--- src/rtl/debug_control_unit_pkg.sv ---
// Shared constants and types for the host debug controller.
// Command bytes, ack byte, FSM states and dump sections.
package debug_control_unit_pkg;

  localparam logic [7:0] CMD_LOAD = 8'h4C;
  localparam logic [7:0] CMD_RUN  = 8'h43;
  localparam logic [7:0] CMD_STEP = 8'h53;
  localparam logic [7:0] ACK_BYTE = 8'h4C;

  typedef enum logic [3:0] {
    ST_IDLE,
    ST_LD_BYTE,
    ST_LD_WRITE,
    ST_LD_ACK,
    ST_RUN,
    ST_STEP,
    ST_RD_ADDR,
    ST_RD_LATCH,
    ST_TX_BYTE,
    ST_TX_WAIT
  } dcu_state_e;

  // Dump order: PC first, then registers, then data memory
  typedef enum logic [1:0] {
    SEC_PC,
    SEC_REG,
    SEC_DM
  } dump_sec_e;

  function automatic int max_int(input int a, input int b);
    return (a > b) ? a : b;
  endfunction

endpackage

--- src/rtl/debug_control_unit_serializer.sv ---
// Sends a latched word to the UART one byte at a time, LSB first.
// One byte in flight; the next start waits for tx_done.
module debug_control_unit_serializer #(
  parameter int NB_DATA = 32,
  parameter int NB_BYTE = 8
) (
  input  logic               clk,
  input  logic               rst_n,
  input  logic               load,
  input  logic               single,
  input  logic [NB_DATA-1:0] word,
  input  logic               tx_done,
  output logic [NB_BYTE-1:0] tx_data,
  output logic               tx_start,
  output logic               done
);

  localparam int NB_REST = NB_DATA - NB_BYTE;

  logic               busy;
  logic [1:0]         idx;
  logic [1:0]         last;
  logic [NB_REST-1:0] rest;

  // Byte sequencer; a done seen while start is still high is ignored
  always_ff @(posedge clk or negedge rst_n) begin
    if (!rst_n) begin
      busy     <= 1'b0;
      idx      <= 2'd0;
      last     <= 2'd0;
      rest     <= '0;
      tx_data  <= '0;
      tx_start <= 1'b0;
      done     <= 1'b0;
    end else begin
      tx_start <= 1'b0;
      done     <= 1'b0;
      if (!busy) begin
        if (load) begin
          busy     <= 1'b1;
          idx      <= 2'd0;
          last     <= single ? 2'd0 : 2'd3;
          rest     <= word[NB_DATA-1:NB_BYTE];
          tx_data  <= word[NB_BYTE-1:0];
          tx_start <= 1'b1;
        end
      end else if (tx_done && !tx_start) begin
        if (idx == last) begin
          busy <= 1'b0;
          done <= 1'b1;
        end else begin
          idx      <= idx + 2'd1;
          tx_data  <= rest[NB_BYTE-1:0];
          rest     <= rest >> NB_BYTE;
          tx_start <= 1'b1;
        end
      end
    end
  end

endmodule

--- src/rtl/debug_control_unit.sv ---
// Host debug controller: UART commands drive program load,
// run and single step, then stream PC, registers and DM back.
module debug_control_unit
  import debug_control_unit_pkg::*;
#(
  parameter int NB_DATA    = 32,
  parameter int NB_BYTE    = 8,
  parameter int NB_REG     = 5,
  parameter int N_REGISTER = 32,
  parameter int DM_WORDS   = 32,
  parameter int IM_DEPTH   = 256,
  parameter int ADDRWIDTH  = 8,
  parameter logic [NB_DATA-1:0] HALT_WORD = 32'hFC00_0000
) (
  input  logic                 i_clock,
  input  logic                 i_reset,
  input  logic [NB_BYTE-1:0]   i_rx_data,
  input  logic                 i_rx_done,
  input  logic                 i_tx_done,
  output logic [NB_BYTE-1:0]   o_tx_data,
  output logic                 o_tx_start,
  input  logic [ADDRWIDTH-1:0] i_pc,
  input  logic [NB_DATA-1:0]   i_reg_data,
  input  logic [NB_DATA-1:0]   i_mem_data,
  input  logic                 i_halt,
  output logic [NB_DATA-1:0]   o_im_data,
  output logic [ADDRWIDTH-1:0] o_im_addr,
  output logic                 o_im_enable_write,
  output logic                 o_enable_pipe,
  output logic                 o_debug_unit,
  output logic [NB_REG-1:0]    o_br_addr,
  output logic                 o_br_enable,
  output logic [ADDRWIDTH-1:0] o_dm_addr,
  output logic                 o_dm_enable
);

  localparam int MAXW   = max_int(N_REGISTER, DM_WORDS);
  localparam int NB_IDX = (MAXW > 1) ? $clog2(MAXW) : 1;
  localparam int NB_BUF = NB_DATA - NB_BYTE;

  localparam logic [NB_IDX-1:0] LAST_REG =
    NB_IDX'(N_REGISTER - 1);
  localparam logic [NB_IDX-1:0] LAST_DM =
    NB_IDX'(DM_WORDS - 1);
  localparam logic [ADDRWIDTH-1:0] LAST_IM =
    ADDRWIDTH'(IM_DEPTH - 1);

  dcu_state_e         state;
  dump_sec_e          sec;
  dump_sec_e          nxt_sec;
  logic [NB_IDX-1:0]  idx;
  logic [NB_IDX-1:0]  nxt_idx;
  logic               last_item;
  logic [1:0]         byte_idx;
  logic [NB_BUF-1:0]  word_buf;
  logic               en_q;
  logic               ser_load;
  logic               ser_single;
  logic [NB_DATA-1:0] ser_word;
  logic               ser_done;

  // Halt cuts the run enable in the very cycle it is seen
  assign o_enable_pipe = en_q & ~((state == ST_RUN) & i_halt);

  // Next dump item after the word just sent
  always_comb begin
    nxt_sec   = sec;
    nxt_idx   = idx + NB_IDX'(1);
    last_item = 1'b0;
    unique case (sec)
      SEC_PC: begin
        nxt_sec = SEC_REG;
        nxt_idx = '0;
      end
      SEC_REG: begin
        if (idx == LAST_REG) begin
          nxt_sec = SEC_DM;
          nxt_idx = '0;
        end
      end
      SEC_DM: last_item = (idx == LAST_DM);
      default: last_item = 1'b1;
    endcase
  end

  // Command decode, load, run/step and dump sequencing
  always_ff @(posedge i_clock or negedge i_reset) begin
    if (!i_reset) begin
      state             <= ST_IDLE;
      sec               <= SEC_PC;
      idx               <= '0;
      byte_idx          <= 2'd0;
      word_buf          <= '0;
      en_q              <= 1'b0;
      ser_load          <= 1'b0;
      ser_single        <= 1'b0;
      ser_word          <= '0;
      o_im_data         <= '0;
      o_im_addr         <= '0;
      o_im_enable_write <= 1'b0;
      o_debug_unit      <= 1'b1;
      o_br_addr         <= '0;
      o_br_enable       <= 1'b0;
      o_dm_addr         <= '0;
      o_dm_enable       <= 1'b0;
    end else begin
      o_im_enable_write <= 1'b0;
      ser_load          <= 1'b0;
      unique case (state)
        ST_IDLE: begin
          unique case (1'b1)
            i_rx_done && i_rx_data == CMD_LOAD: begin
              o_im_addr <= '0;
              byte_idx  <= 2'd0;
              state     <= ST_LD_BYTE;
            end
            i_rx_done && i_rx_data == CMD_RUN: begin
              en_q         <= 1'b1;
              o_debug_unit <= 1'b0;
              state        <= ST_RUN;
            end
            i_rx_done && i_rx_data == CMD_STEP: begin
              sec <= SEC_PC;
              idx <= '0;
              if (i_halt) begin
                state <= ST_RD_ADDR;
              end else begin
                en_q         <= 1'b1;
                o_debug_unit <= 1'b0;
                state        <= ST_STEP;
              end
            end
            default: ;
          endcase
        end
        ST_LD_BYTE: begin
          if (i_rx_done) begin
            word_buf <= {i_rx_data, word_buf[NB_BUF-1:NB_BYTE]};
            byte_idx <= byte_idx + 2'd1;
            if (byte_idx == 2'd3) begin
              o_im_data         <= {i_rx_data, word_buf};
              o_im_enable_write <= 1'b1;
              state             <= ST_LD_WRITE;
            end
          end
        end
        ST_LD_WRITE: begin
          if (o_im_data == HALT_WORD || o_im_addr == LAST_IM) begin
            ser_word   <= NB_DATA'(ACK_BYTE);
            ser_single <= 1'b1;
            ser_load   <= 1'b1;
            state      <= ST_LD_ACK;
          end else begin
            o_im_addr <= o_im_addr + ADDRWIDTH'(1);
            state     <= ST_LD_BYTE;
          end
        end
        ST_LD_ACK: begin
          if (ser_done) state <= ST_IDLE;
        end
        ST_RUN: begin
          if (i_halt) begin
            en_q         <= 1'b0;
            o_debug_unit <= 1'b1;
            sec          <= SEC_PC;
            idx          <= '0;
            state        <= ST_RD_ADDR;
          end
        end
        ST_STEP: begin
          en_q         <= 1'b0;
          o_debug_unit <= 1'b1;
          state        <= ST_RD_ADDR;
        end
        ST_RD_ADDR: begin
          o_br_enable <= 1'b0;
          o_dm_enable <= 1'b0;
          state       <= ST_RD_LATCH;
        end
        ST_RD_LATCH: begin
          unique case (sec)
            SEC_PC:  ser_word <= NB_DATA'(i_pc);
            SEC_REG: ser_word <= i_reg_data;
            default: ser_word <= i_mem_data;
          endcase
          ser_single <= 1'b0;
          ser_load   <= 1'b1;
          state      <= ST_TX_BYTE;
        end
        ST_TX_BYTE: state <= ST_TX_WAIT;
        ST_TX_WAIT: begin
          if (ser_done) begin
            if (last_item) begin
              state <= ST_IDLE;
            end else begin
              sec         <= nxt_sec;
              idx         <= nxt_idx;
              o_br_enable <= (nxt_sec == SEC_REG);
              o_br_addr   <= NB_REG'(nxt_idx);
              o_dm_enable <= (nxt_sec == SEC_DM);
              o_dm_addr   <= ADDRWIDTH'(nxt_idx);
              state       <= ST_RD_ADDR;
            end
          end
        end
        default: state <= ST_IDLE;
      endcase
    end
  end

  debug_control_unit_serializer #(
    .NB_DATA(NB_DATA),
    .NB_BYTE(NB_BYTE)
  ) u_ser (
    .clk     (i_clock),
    .rst_n   (i_reset),
    .load    (ser_load),
    .single  (ser_single),
    .word    (ser_word),
    .tx_done (i_tx_done),
    .tx_data (o_tx_data),
    .tx_start(o_tx_start),
    .done    (ser_done)
  );

endmodule

--- config.mk ---
export PLATFORM = sky130hd
export DESIGN_NAME = debug_control_unit
export DESIGN_NICKNAME = d
export VERILOG_FILES = /design/src/rtl/debug_control_unit_pkg.sv /design/src/rtl/debug_control_unit_serializer.sv /design/src/rtl/debug_control_unit.sv
export SDC_FILE = /design/constraint.sdc
export NUM_CORES = 1
export LEC_CHECK = 0
export CAP_MARGIN = 5
export CORE_MARGIN = 1.5
export CORE_UTILIZATION = 50
export DETAILED_ROUTE_END_ITERATION = 10
export GPL_TIMING_DRIVEN = 0
export PLACE_DENSITY = 0.83
export SETUP_SLACK_MARGIN = 0.15
export SLEW_MARGIN = 20
export SYNTH_ARGS = -nofsm -noshare
export SYNTH_HDL_FRONTEND = slang
export SYNTH_SLANG_ARGS = --single-unit
--- constraint.sdc ---
create_clock -name i_clock -period 2.69 [get_ports i_clock]
set_input_delay 0.4035 -clock i_clock [delete_from_list [all_inputs] [get_ports i_clock]]
set_output_delay 0.4035 -clock i_clock [all_outputs]
set_load 0.02 [all_outputs]
==> out/qor.yml, run 1 <==
core_um2: 14500
cts_root_buf: "clkbuf_16"
route.detailed.drc: 0
critical-path-slowest-cell: "or3b_2"
cp_num_buf_inv: 1
number_of_buffers_added_by_the_clock_tree_synthesis_step: 17
timing_max_transition_violations_final: 0
pin_count: 152
clock_tree_from_tritoncts: "built"
synthToLayoutAreaGrowth_pct: 32.3
synth_seq_area_share: 0.540
ys_dominant_reg_cell: "dfrtp_1"
overflow: 0
die_y_um: 124
final.fill_count: 1083
placementRows: 44
number_of_global_route_vias_before_repair: 5948
synth-edff-count: 0
reg2reg_from: "idx[0]"
timing_hold_violations_final: 0
category_of_the_most_critical_setup_path: "register to register"
critPathCaptureType: "register"
drt_iter0_markers: 466
multi_input_area_um2: 3120
netlist_instances: 703
whs_ns: 0.449
design_area_um2: 9760
synth_async_reset_ratio: 1.00
synth.largest_area_cell: "dfrtp_1"
die_area_um2: 15500
postSynthRegisterBits: 159
netlist.area_leader.share: 0.536
dpl_worst_slack_ns: 0.181
finalNonFillerCells: 1074
critical_path_cell_by_cell: "ha_1, and3_1, ha_1, o21ai_1, a31oi_1, or3b_2, buf_2, nor2_1, o22a_1"
powerDensity_nw_per_um2: 555
fin_ws_ns: 0.263
final_min_period_over_clock_period: 0.902
critical_path.max_fanout: 9
period_minus_ws_final_ns: 2.43
worst_ir_drop_vdd_v: 0.000623
antenna_found_initial: 0
tritoncts_num_sinks: 159
die_width_um: 124
worst_clock_skew_ns: 0.00714
htree_levels: 4
antenna_cell_count: 0
maxCapViolCount: 0
totalWireLength_um: 18400
cts.clk_slew.worst_paths_ns: 0.06
grt_setup_unrepaired: "false"
num_vias: 6090
worst_path_most_repeated_cell: "ha_1"
initial_core_util: 0.509
yosys-top-cells-count: "dfrtp_1 (158), nand2_1 (81), nor2_1 (76)"
clkLatencyLatePin_ns: 0.43
status: "finished, final reports clean"
critical_path.max_stage_delay_ns: 0.44
yosys_warning_total: 0
place.gp.congestion: 0.884
avgRoutedWirePerCell_um: 17.1
relSlewSlack: 0.468
place.port_buffers: 148
placed_cell_area_um2: 9130
global_route_wire_length_before_repair_um: 30200
groute.usage.overall: 0.244
crit_required_ns: 3.06
setup.worst_path.start_class: "register"
fmaxAchievable_mhz: 412
max-clock-path-buffers: 2
power_leakage_nw: 4.43
path_delay_family: "simple AND/OR/NAND/NOR gates"
syn_area_um2: 7380
worst_pin_slew_ns: 0.791
synth.distinct_cells: 58
drt_pass1_iterations: 6
worstSetupStartpoint: "idx[0]"
detailed_place_hpwl_um: 12900
worstHoldPathType: "register to register"
drive_above_1_share: 0.147
design_power_total_w: 0.00542
final_net_count: 966
arrival_ns: 2.79
hp-start: "ser_single"
total_setup_violations_reported_at_the_end_of_the_flow: 0
grt_max_degree: 90
cell_with_the_most_instances_after_synthesis: "dfrtp_1"
post_synth_main_area_contributors: "dfrtp_1 (54%), mux2_2 (8.4%), mux2i_1 (4.3%), nand2_1 (4.1%), nor2_1 (3.9%)"
post_drt_via_cell_ratio: 5.67
final-seq-area_um2: 3980
numPlacedInstances: 1038
antenna_left: 0
syn-mean-instance-area_um2: 10.5
## power breakdown
| group | total [W] | switching (W) | internal (W) |
|---|---|---|---|
| Sequential | 0.00246 | 0.0000328 | 0.00243 |
| Combinational | 0.000524 | 0.000275 | 0.000249 |
| Clock | 0.00244 | 0.00104 | 0.00139 |
## through the flow
| stage | utilization | TNS (ns) |
|---|---|---|
| after detailed placement | 0.630 | 0 |
| after global routing | 0.674 | 0 |
| after floorplan | - | 0 |
| after global placement | 0.628 | -805.99 |
| final | 0.674 | 0 |
| after CTS | 0.672 | 0 |
## per-layer routing
layer / part of all wire / GRT usage
met5: 0 / 0
met4: 0.016 / 0.0723
met3: 0.058 / 0.0533
met2: 0.49 / 0.391
met1: 0.44 / 0.335
## layout by cell type (no fill, tap or decap), drive strengths merged, types with 5 or more instances in the layout
master,instances
and3,5
nor2b,6
o21ai,47
dfrtp,158
buf,35
inv,15
nand3,15
a21o,11
mux2,55
mux2i,32
nor3,32
a211oi,24
clkdlybuf4s50,146
a22o,10
clkbuf,40
nor2,76
a21oi,20
nor4,7
nand2,82
## cells by family (layout without fill, tap and decap cells)
| kind of cell | count (synthesis) | after routing | share of synthesized area |
|---|---|---|---|
| compound gates | 141 | 141 | 0.127 |
| xor+xnor | 5 | 5 | 0.00594 |
| fa+ha+maj | 4 | 4 | 0.00679 |
| buf+inv | 59 | 244 | 0.0382 |
| flops | 159 | 159 | 0.540 |
| mux | 87 | 87 | 0.127 |
| other cells | 1 | 3 | 0.000508 |
| simple gates | 247 | 247 | 0.155 |
## state kept, by name (all words and copies together), names as in the netlist, 2 cells and up
name,count
byte_idx,2
state,4
word_buf,24
sec,2
u_ser.rest,24
ser_word,32
idx,5
o_dm_addr,5
o_im_addr,8
u_ser.idx,2
u_ser.tx_data,8
o_im_data,32
## worst reg2reg max path, stage by stage, from the launching register on
cell,delay [ns]
dfrtp_1,0.41
ha_1,0.24
and3_1,0.20
ha_1,0.22
o21ai_1,0.28
a31oi_1,0.12
or3b_2,0.44
buf_2,0.19
nor2_1,0.12
o22a_1,0.16
## repair_timing
item,in CTS,in global routing
hold buffers,1,0
gates resized for setup,4,7
hold endpoints to repair,70,0
pin swaps,0,2
setup endpoints to repair,2,26
buffers inserted,0,3
## final timing paths
check                                 end  cells after the start  slack, ns
max                                sec[0]                      9       0.26
min                         u_ser.last[0]                      1       0.45
max reg2reg                        sec[0]                      9       0.26
min reg2reg                 u_ser.last[0]                      1       0.45
max in group asynchronous    o_debug_unit                      3       1.32
min in group asynchronous  u_ser.tx_start                      2       0.52
## layout make-up
cell class | instances | share of cell area
Timing Repair Buffer | 153 | 0.158
Multi-Input combinational cell | 487 | 0.320
Inverter | 7 | 0.00269
Clock buffer | 17 | 0.0436
Buffer | 52 | 0.0265
Clock inverter | 15 | 0.0176
Sequential cell | 159 | 0.408
Tap cell | 184 | 0.0236
Power figures use the tool's default switching activity.
==> inputs of run 2 (changes only) <==
--- a/config.mk
+++ b/config.mk
@@ -8,8 +8,9 @@
 export CAP_MARGIN = 5
 export CORE_MARGIN = 1.5
 export CORE_UTILIZATION = 50
+export CTS_CLUSTER_DIAMETER = 80
 export DETAILED_ROUTE_END_ITERATION = 10
-export GPL_TIMING_DRIVEN = 0
+export GPL_ROUTABILITY_DRIVEN = 0
 export PLACE_DENSITY = 0.83
 export SETUP_SLACK_MARGIN = 0.15
 export SLEW_MARGIN = 20
==> run 2 against run 1 <==
Compared with the run above: total power decreased by 2.7%; critical endpoint is now sec[1]; maximum frequency increased by 4.5%; sequential share of layout area increased by 0.46 points.
==> out/qor.yml, run 2 (same netlist as run 1, synthesis figures left out) <==
layout_commonest_cell: "dfrtp_1"  # unchanged
tritoncts_num_sinks: 159  # unchanged
pin_count: 152  # unchanged
antenna_cell_count: 0  # unchanged
number_of_global_route_vias_before_repair: 5756  # was 5,948
groute.usage.overall: 0.233  # was 0.244
placementRows: 44  # unchanged
grt_max_degree: 71  # was 90
num_vias: 5838  # was 6,090
worst_pin_slew_ns: 0.883  # was 0.791 ns
cts.clk_slew.worst_paths_ns: 0.06  # about the same
totalWireLength_um: 17100  # was 18,400 um
finalNonFillerCells: 1041  # was 1,074
timing.setup.tns_ns: 0  # unchanged
category_of_the_most_critical_setup_path: "register to register"  # unchanged
global_route_wire_length_before_repair_um: 29400  # was 30,200 um
relSlewSlack: 0.410  # was 0.468
clkLatencyLatePin_ns: 0.43  # about the same
htree_levels: 4  # unchanged
drive_above_1_share: 0.148  # was 0.147
cts_root_buf: "clkbuf_16"  # unchanged
max-clock-path-buffers: 2  # unchanged
worst_clock_skew_ns: 0.00823  # was 0.00714 ns
sw_frac_of_total: 0.241  # was 0.249
power_frac_clock: 0.438  # was 0.450
route.detailed.drc: 0  # unchanged
layout_top_registers: "o_im_data (32), ser_word (32)"  # unchanged
final_net_count: 933  # was 966
critPathCaptureType: "register"  # unchanged
antenna_found_initial: 0  # unchanged
post-cts-setup-buffers: 0  # unchanged
timing_max_transition_violations_final: 0  # unchanged
period_minus_ws_final_ns: 2.32  # was 2.43 ns
powerDensity_nw_per_um2: 546  # was 555 nW/um^2
die_y_um: 124  # unchanged
internal_power_w: 0.00400  # was 0.00407 W
initial_core_util: 0.509  # unchanged
comb_power_frac: 0.094  # was 0.097
arrival_ns: 2.64  # was 2.79 ns
critical_path.max_fanout: 9  # unchanged
power.sequential.fraction: 0.468  # was 0.454
synthToLayoutAreaGrowth_pct: 30.8  # was 32.3%
worst_ir_drop_vdd_v: 0.000512  # was 0.000623 V
die_width_um: 124  # unchanged
numPlacedInstances: 1008  # was 1,038
grt_setup_unrepaired: "false"  # unchanged
post_drt_via_cell_ratio: 5.61  # was 5.67
overflow: 0  # unchanged
status: "finished, final reports clean"  # unchanged
timing_hold_violations_final: 0  # unchanged
switching_power_w: 0.00127  # was 0.00135 W
number_of_buffers_added_by_the_clock_tree_synthesis_step: 17  # unchanged
core_um2: 14500  # unchanged
avgRoutedWirePerCell_um: 16.4  # was 17.1 um
drt_pass1_iterations: 5  # was 6
final_min_period_over_clock_period: 0.864  # was 0.902
maxCapViolCount: 0  # unchanged
die_area_um2: 15500  # unchanged
clock_tree_from_tritoncts: "built"  # unchanged
crit_required_ns: 3.01  # was 3.06 ns
place.port_buffers: 148  # unchanged
worstHoldPathType: "register to register"  # unchanged
antenna_left: 0  # unchanged
setup.worst_path.start_class: "register"  # unchanged
power_leakage_nw: 4.37  # was 4.43 nW
fmaxAchievable_mhz: 430  # was 412 MHz
detailed_place_hpwl_um: 11700  # was 12,900 um
total_setup_violations_reported_at_the_end_of_the_flow: 0  # unchanged
most-common-layout-cells: "dfrtp_1 (157), clkdlybuf4s50_1 (146), nand2_1 (81)"  # unchanged
drt_iter0_markers: 410  # was 466
run 2: stage by stage:
| stage | hold slack, ns | utilization | instance area [um^2] | setup WS [ns] | total power (W) |
|---|---|---|---|---|---|
| after floorplan | 0.108 | - | 7380 | 0.402 | 0.00274 |
| after global placement | 0.428 | 0.626 | 9070 | 0.332 | 0.00300 |
| after detailed placement | 0.439 | 0.626 | 9070 | 0.239 | 0.00301 |
| after CTS | 0.448 | 0.666 | 9640 | 0.187 | 0.00530 |
| after global routing | 0.489 | 0.666 | 9650 | 0.241 | 0.00546 |
| final | 0.447 | 0.666 | 9650 | 0.367 | 0.00527 |
run 2: worst paths after layout:
path	startpoint	endpoint	slack, ns	cells past startpoint
max in group asynchronous	i_reset	word_buf[13]	1.45	3
min	ser_single	u_ser.last[0]	0.45	1
min in group asynchronous	i_reset	ser_word[1]	0.54	2
max	idx[0]	sec[1]	0.37	7
max reg2reg	idx[0]	sec[1]	0.37	7
min reg2reg	ser_single	u_ser.last[0]	0.45	1
run 2: final cells by class:
type	instances	area (um^2)
clock buffer	20	457
clock inverter	12	109
fill	1086	4830
inverter	7	26.3
multi-input combinational	487	3140
sequential	159	3980
tap	184	230
timing repair buffer	172	1700
run 2: per-layer routing:
metal	routed length [um]	up-vias	GRT usage
li1	-	2788	-
met4	289	0	0.0818
met2	8210	177	0.367
met5	0	-	0
met3	781	20	0.0387
met1	7820	2853	0.329
run 2: power groups by stage:
| stage | Clock, W | Combinational [W] | Sequential [W] |
|---|---|---|---|
| after floorplan | 0 | 0.000236 | 0.00251 |
| after global placement | 0 | 0.000488 | 0.00251 |
| after detailed placement | 0 | 0.000498 | 0.00251 |
| after CTS | 0.00233 | 0.000502 | 0.00247 |
| after global routing | 0.00244 | 0.000557 | 0.00247 |
| final | 0.00231 | 0.000494 | 0.00247 |
run 2: critical path, stage by stage (launching register included):
cell	delay, ns
dfrtp_1	0.41
ha_1	0.23
and3_1	0.19
ha_1	0.23
o21ai_2	0.24
a31oi_1	0.11
or3b_2	0.57
a21o_1	0.22
run 2: timing repair:
action	CTS	global route
pin swaps	0	0
endpoints found under the setup margin	1	13
gates resized for setup	1	3
hold buffers	1	0
endpoints found under the hold margin	11	0
